`src/rtl/led_pattern_gen.sv`:
```
// Parametrised LED pattern generator: prescaled step/heartbeat ticks drive a
// shift/rotate/bounce/blink pattern on LEDG. Define LED_PATTERN_COUNT_MODE_EN to turn MODE=3 into an up-counter.
module led_pattern_gen #(
  parameter int LED_W     = 8,
  parameter int DIV_W     = 28,
  parameter int SLOW_BIT  = 26,
  parameter int BLINK_BIT = 27,
  parameter logic [LED_W-1:0] INIT_PAT = {{(LED_W-1){1'b0}}, 1'b1}
) (
  input  logic             CLOCK_50,
  input  logic             RESET,
  input  logic [1:0]       MODE,
  input  logic             ENABLE,
  input  logic             LOAD,
  input  logic [LED_W-1:0] LOAD_VAL,
  output logic [LED_W:0]   LEDG,
  output logic             STEP
);

  typedef enum logic [1:0] {
    MODE_SHIFT_HB = 2'd0,
    MODE_ROTATE   = 2'd1,
    MODE_BOUNCE   = 2'd2,
    MODE_BLINK    = 2'd3
  } mode_e;

  typedef enum logic {
    DIR_LEFT  = 1'b0,
    DIR_RIGHT = 1'b1
  } dir_e;

  localparam int M = LED_W - 1;
  localparam logic [LED_W-1:0] PAT_ONE = {{(LED_W-1){1'b0}}, 1'b1};

  logic [DIV_W-1:0] cnt;
  logic             prev_slow, prev_blink;
  logic             heartbeat, hb_nxt;
  logic [LED_W-1:0] pattern, pat_nxt;
  dir_e             dir, dir_nxt;
  logic             step_nxt;
  logic             step_ev, hb_ev;

  assign step_ev = cnt[SLOW_BIT]  & ~prev_slow;
  assign hb_ev   = cnt[BLINK_BIT] & ~prev_blink;
  assign LEDG    = {pattern, heartbeat};

  // NOTE: sequential state uses non-blocking assignments so every register
  // samples pre-edge values and simulation matches the synthesised flops.
  always_ff @(posedge CLOCK_50 or posedge RESET) begin
    if (RESET) begin
      cnt        <= '0;
      prev_slow  <= 1'b0;
      prev_blink <= 1'b0;
      heartbeat  <= 1'b0;
      pattern    <= INIT_PAT;
      dir        <= DIR_LEFT;
      STEP       <= 1'b0;
    end else begin
      cnt        <= cnt + 1'b1;
      prev_slow  <= cnt[SLOW_BIT];
      prev_blink <= cnt[BLINK_BIT];
      heartbeat  <= hb_nxt;
      pattern    <= pat_nxt;
      dir        <= dir_nxt;
      STEP       <= step_nxt;
    end
  end

  // NOTE: every output of this block gets a default first, so no path leaves
  // a variable unassigned and no latch is inferred.
  always_comb begin
    pat_nxt  = pattern;
    dir_nxt  = dir;
    hb_nxt   = heartbeat;
    step_nxt = 1'b0;

    if (hb_ev && ENABLE) hb_nxt = ~heartbeat;

    if (LOAD) begin
      // Load overrides a coincident step; the step is simply lost.
      pat_nxt = LOAD_VAL;
      dir_nxt = DIR_LEFT;
    end else if (step_ev && ENABLE) begin
      step_nxt = 1'b1;
      case (mode_e'(MODE))
        MODE_SHIFT_HB: pat_nxt = {pattern[M-1:0], heartbeat};
        MODE_ROTATE: begin
          if (pattern == '0) pat_nxt = PAT_ONE;
          else               pat_nxt = {pattern[M-1:0], pattern[M]};
        end
        MODE_BOUNCE: begin
          if (pattern == '0) begin
            pat_nxt = PAT_ONE;
            dir_nxt = DIR_LEFT;
          end else if (dir == DIR_LEFT) begin
            if (pattern[M]) begin
              dir_nxt = DIR_RIGHT;
              pat_nxt = pattern >> 1;
            end else begin
              pat_nxt = pattern << 1;
            end
          end else begin
            if (pattern[0]) begin
              dir_nxt = DIR_LEFT;
              pat_nxt = pattern << 1;
            end else begin
              pat_nxt = pattern >> 1;
            end
          end
        end
        MODE_BLINK: begin
`ifdef LED_PATTERN_COUNT_MODE_EN
          pat_nxt = pattern + PAT_ONE;
`else
          pat_nxt = ~pattern;
`endif
        end
        default: pat_nxt = pattern;
      endcase
    end
  end

endmodule

```
`config.mk`:
```
export PLATFORM = sky130hd
export DESIGN_NAME = led_pattern_gen
export DESIGN_NICKNAME = d
export VERILOG_FILES = /design/src/rtl/led_pattern_gen.sv
export SDC_FILE = /design/constraint.sdc
export NUM_CORES = 1
export LEC_CHECK = 0
export BUFFER_PORTS_ARGS = -buffer_cell sky130_fd_sc_hd__clkbuf_2
export CORE_MARGIN = 1
export CORE_UTILIZATION = 48
export DETAILED_ROUTE_END_ITERATION = 7
export PLACE_DENSITY = 0.7
export SLEW_MARGIN = 25
export SYNTH_ARGS = -nofsm -noshare
export SYNTH_HDL_FRONTEND = slang
export SYNTH_SLANG_ARGS = --single-unit
export TNS_END_PERCENT = 50
```
`constraint.sdc`:
```
create_clock -name CLOCK_50 -period 1.5 [get_ports CLOCK_50]
set_clock_uncertainty 0.15 [all_clocks]
set_input_delay 0.3 -clock CLOCK_50 [delete_from_list [all_inputs] [get_ports CLOCK_50]]
set_output_delay 0.3 -clock CLOCK_50 [all_outputs]
set_load 0.005 [all_outputs]
```
==> flow_metrics.env <==
export IMPL_power_mw=2.14
export IMPL_synth_cell_type_count=48
export IMPL_cts_buffer_depth=2
export IMPL_gp_congestion=0.879
export IMPL_num_vias=1877
export IMPL_hold_depth=3
export IMPL_wl_met2_mm=2.41
export IMPL_grt_max_degree=42
export IMPL_r2r_end="pattern[1]"
export IMPL_powerDensity_nw_per_um2=745
export IMPL_antenna_cells=0
export IMPL_syn_avg_cell_area_um2=10.6
export IMPL_top_layer="met4"
export IMPL_syn_area_um2=2120
export IMPL_synth_nets=215
export IMPL_rsz0062_at_grt="yes"
export IMPL_crit_buf_inv=0
export IMPL_ant_nets=0
export IMPL_n_fill_cell=321
export IMPL_io_pin_count=24
export IMPL_final_common_cell="buf_4"
export IMPL_drt_iter0_drc=265
export IMPL_ys_seq_area_share_pct=48.5
export IMPL_fmax_ghz=0.611
export IMPL_path_clk_slew_ns=0.07
export IMPL_tightest_slew_ns=0.347
export IMPL_min_to="pattern[0]"
export IMPL_die_area_um2=4680
export IMPL_synth_edff_count=0
export IMPL_end_kind="register"
export IMPL_track_usage_pct=23.4
export IMPL_synth_seq_cells=41
export IMPL_reg2regPathDepth=4
export IMPL_wl_per_cell_um=14.5
export IMPL_dr_pass1_iters=4
export IMPL_dpl_cell_count=316
export IMPL_grt_overflow_total=0
export IMPL_critPathRequiredTime_ns=1.53
export IMPL_antenna_found_initial=0
export IMPL_yosysWarnings=0
export IMPL_ys_async_sr_fraction_pct=100
export IMPL_clk_latency_ns=0.29
export IMPL_drv_slew=0
export IMPL_portBuffers=23
export IMPL_path_class="register to register"
export IMPL_max_stage_delay_ns=0.55
export IMPL_final_nets=298
export IMPL_cts_made_buffers=5
export IMPL_worstPathCellList="or4_4 -> o21ai_4 -> or3_1 -> a31oi_1"
export IMPL_setup_viol=23
export IMPL_rows=23
export IMPL_cpMaxStageDelayCell="or4_4"
export IMPL_drive_gt1_share_pct=39.4
export IMPL_max_slew_margin_pct=76.7
export IMPL_cts_tree="built"
export IMPL_clock_sinks=41
export IMPL_final_cell_mix="buf_4, dfrtp_1, clkbuf_2, xnor2_1, nand3_1"
export IMPL_irDropWorstVdd_uv=609
export IMPL_r2r_start="pattern[0]"
export IMPL_die_w_um=68.4
export IMPL_route_detailed_drc=0
export IMPL_syn_inst=200
export IMPL_violations="negative setup slack"
export IMPL_drv_cap=0
export IMPL_post_route_period_util_pct=109
export IMPL_initial_utilization_pct=51.4
export IMPL_post_layout_nonfiller_instances=334
export IMPL_hold_viol_final=0
export IMPL_cts_root_buf="clkbuf_8"
export IMPL_critPathMaxFanout=5
export IMPL_min_from="LOAD_VAL[0]"
export IMPL_ctsHtreeMaxLevel=2
export IMPL_cp_arrival_ns=1.66
export IMPL_status="finished, violations left"
export IMPL_layout_min_cycle_time_ns=1.64
export IMPL_die_h_um=68.4
export IMPL_worst_setup_path_start_kind="register"
export IMPL_multi_input_area_um2=1100
export IMPL_place_ws_ns=-0.127
export IMPL_wl_met1_mm=2.06
export IMPL_ff_latch_area_um2=1030
export IMPL_cpLargestDelayFamily="simple AND/OR/NAND/NOR gates"
export IMPL_final_util_pct=70.0
export IMPL_hold_class="input port to register"
export IMPL_rrSetupSlack_ns=-0.14
export IMPL_routed_wl_met3_um=271
export IMPL_core_area_um2=4120
export IMPL_worst_slack_ns=-0.136
export IMPL_dp_hpwl_mm=3.36
export IMPL_power_leakage_nw=1.36
export IMPL_ys_flop_type="dfrtp_1"
export IMPL_syn_to_final_growth_pct=36.0
export IMPL_grt_pass1_vias=1805
export IMPL_grt_pass1_wl_mm=7.85
export IMPL_finalWirelength_mm=4.83
export IMPL_setup_tns_ns=-1.38
export IMPL_viasPerCell=5.62
export IMPL_cp_num_cells=4
[state kept, by name, indices dropped and copies added, names as in the netlist]
| register | count |
|---|---|
| STEP | 1 |
| cnt | 28 |
| dir | 1 |
| heartbeat | 1 |
| pattern | 8 |
| prev_blink | 1 |
| prev_slow | 1 |
[tightest hold or removal path, cell delays in order]
cell	delay (ns)
clkbuf_2	0.08
a22oi_1	0.08
o21ai_0	0.08
[per-stage QoR]
| step | cell area [um2] | hold WS [ns] |
|---|---|---|
| after floorplan | 2140 | 0.213 |
| after global placement | 2660 | 0.202 |
| after detailed placement | 2660 | 0.215 |
| after CTS | 2790 | 0.123 |
| after global routing | 2880 | 0.140 |
| final | 2880 | 0.133 |
[cell families (layout without fill, tap and decap cells)]
| family | Yosys count | after routing | synth area share [%] |
|---|---|---|---|
| buf+inv | 11 | 95 | 2.19 |
| flops | 41 | 41 | 48.5 |
| xor+xnor | 27 | 27 | 11.2 |
| compound gates | 43 | 43 | 13.2 |
| fa+ha+maj | 1 | 1 | 0.591 |
| simple gates | 77 | 77 | 24.3 |
[how the worst max path moves through the flow]
stage,from,slack (ns),to
2_1_floorplan,pattern[7],-0.13,pattern[1]
3_3_place_gp,pattern[0],-0.10,pattern[1]
3_5_place_dp,pattern[0],-0.13,pattern[1]
4_1_cts,pattern[0],-0.14,pattern[1]
5_1_grt,cnt[4],-0.20,cnt[24]
6_report,pattern[0],-0.14,pattern[1]
[per-layer routing]
layer	up-vias	global-route usage, %
li1	901	-
met4	0	11.2
met3	6	5.17
met5	-	0
met2	71	39.7
met1	899	28.0
[Yosys cell counts (4+ instances only)]
cell | instances | area (um2)
a21o_1 | 4 | 30.0
a21oi_1 | 11 | 55.1
a31oi_1 | 4 | 25.0
and4_1 | 4 | 35.0
dfrtp_1 | 40 | 1000
inv_1 | 7 | 26.3
nand2_1 | 13 | 48.8
nand3_1 | 14 | 70.1
nand4_1 | 8 | 50.1
nor2_1 | 10 | 37.5
o21ai_0 | 6 | 30.0
o22ai_1 | 7 | 43.8
xnor2_1 | 21 | 184
xor2_1 | 6 | 52.6
[repair_timing]
| action | 4_1_cts | 5_1_grt |
|---|---|---|
| setup buffers | 2 | 8 |
| endpoints found under the setup margin | 23 | 26 |
| hold buffers | 1 | 0 |
| hold endpoints to repair | 40 | 0 |
| pin swaps | 11 | 15 |
| resized for setup | 5 | 9 |
[power by group]
part / switching, mW / total [mW] / internal (mW) / leakage (nW)
registers: 0.0140 / 1.14 / 1.13 / 0.531
logic: 0.168 / 0.315 / 0.146 / 0.781
clock network: 0.364 / 0.686 / 0.322 / 0.0450
total: 0.546 / 2.14 / 1.60 / 1.36
[cell type report]
type                       instances  share of cell area [%]
multi-input combinational        148                    38.1
inverter                           8                    1.04
clock buffer                       6                    2.52
sequential                        41                    35.9
tap                               50                    2.17
clock inverter                     2                   0.348
timing repair buffer              79                    19.9
Note: power is estimated with default switching activity, not from simulation.
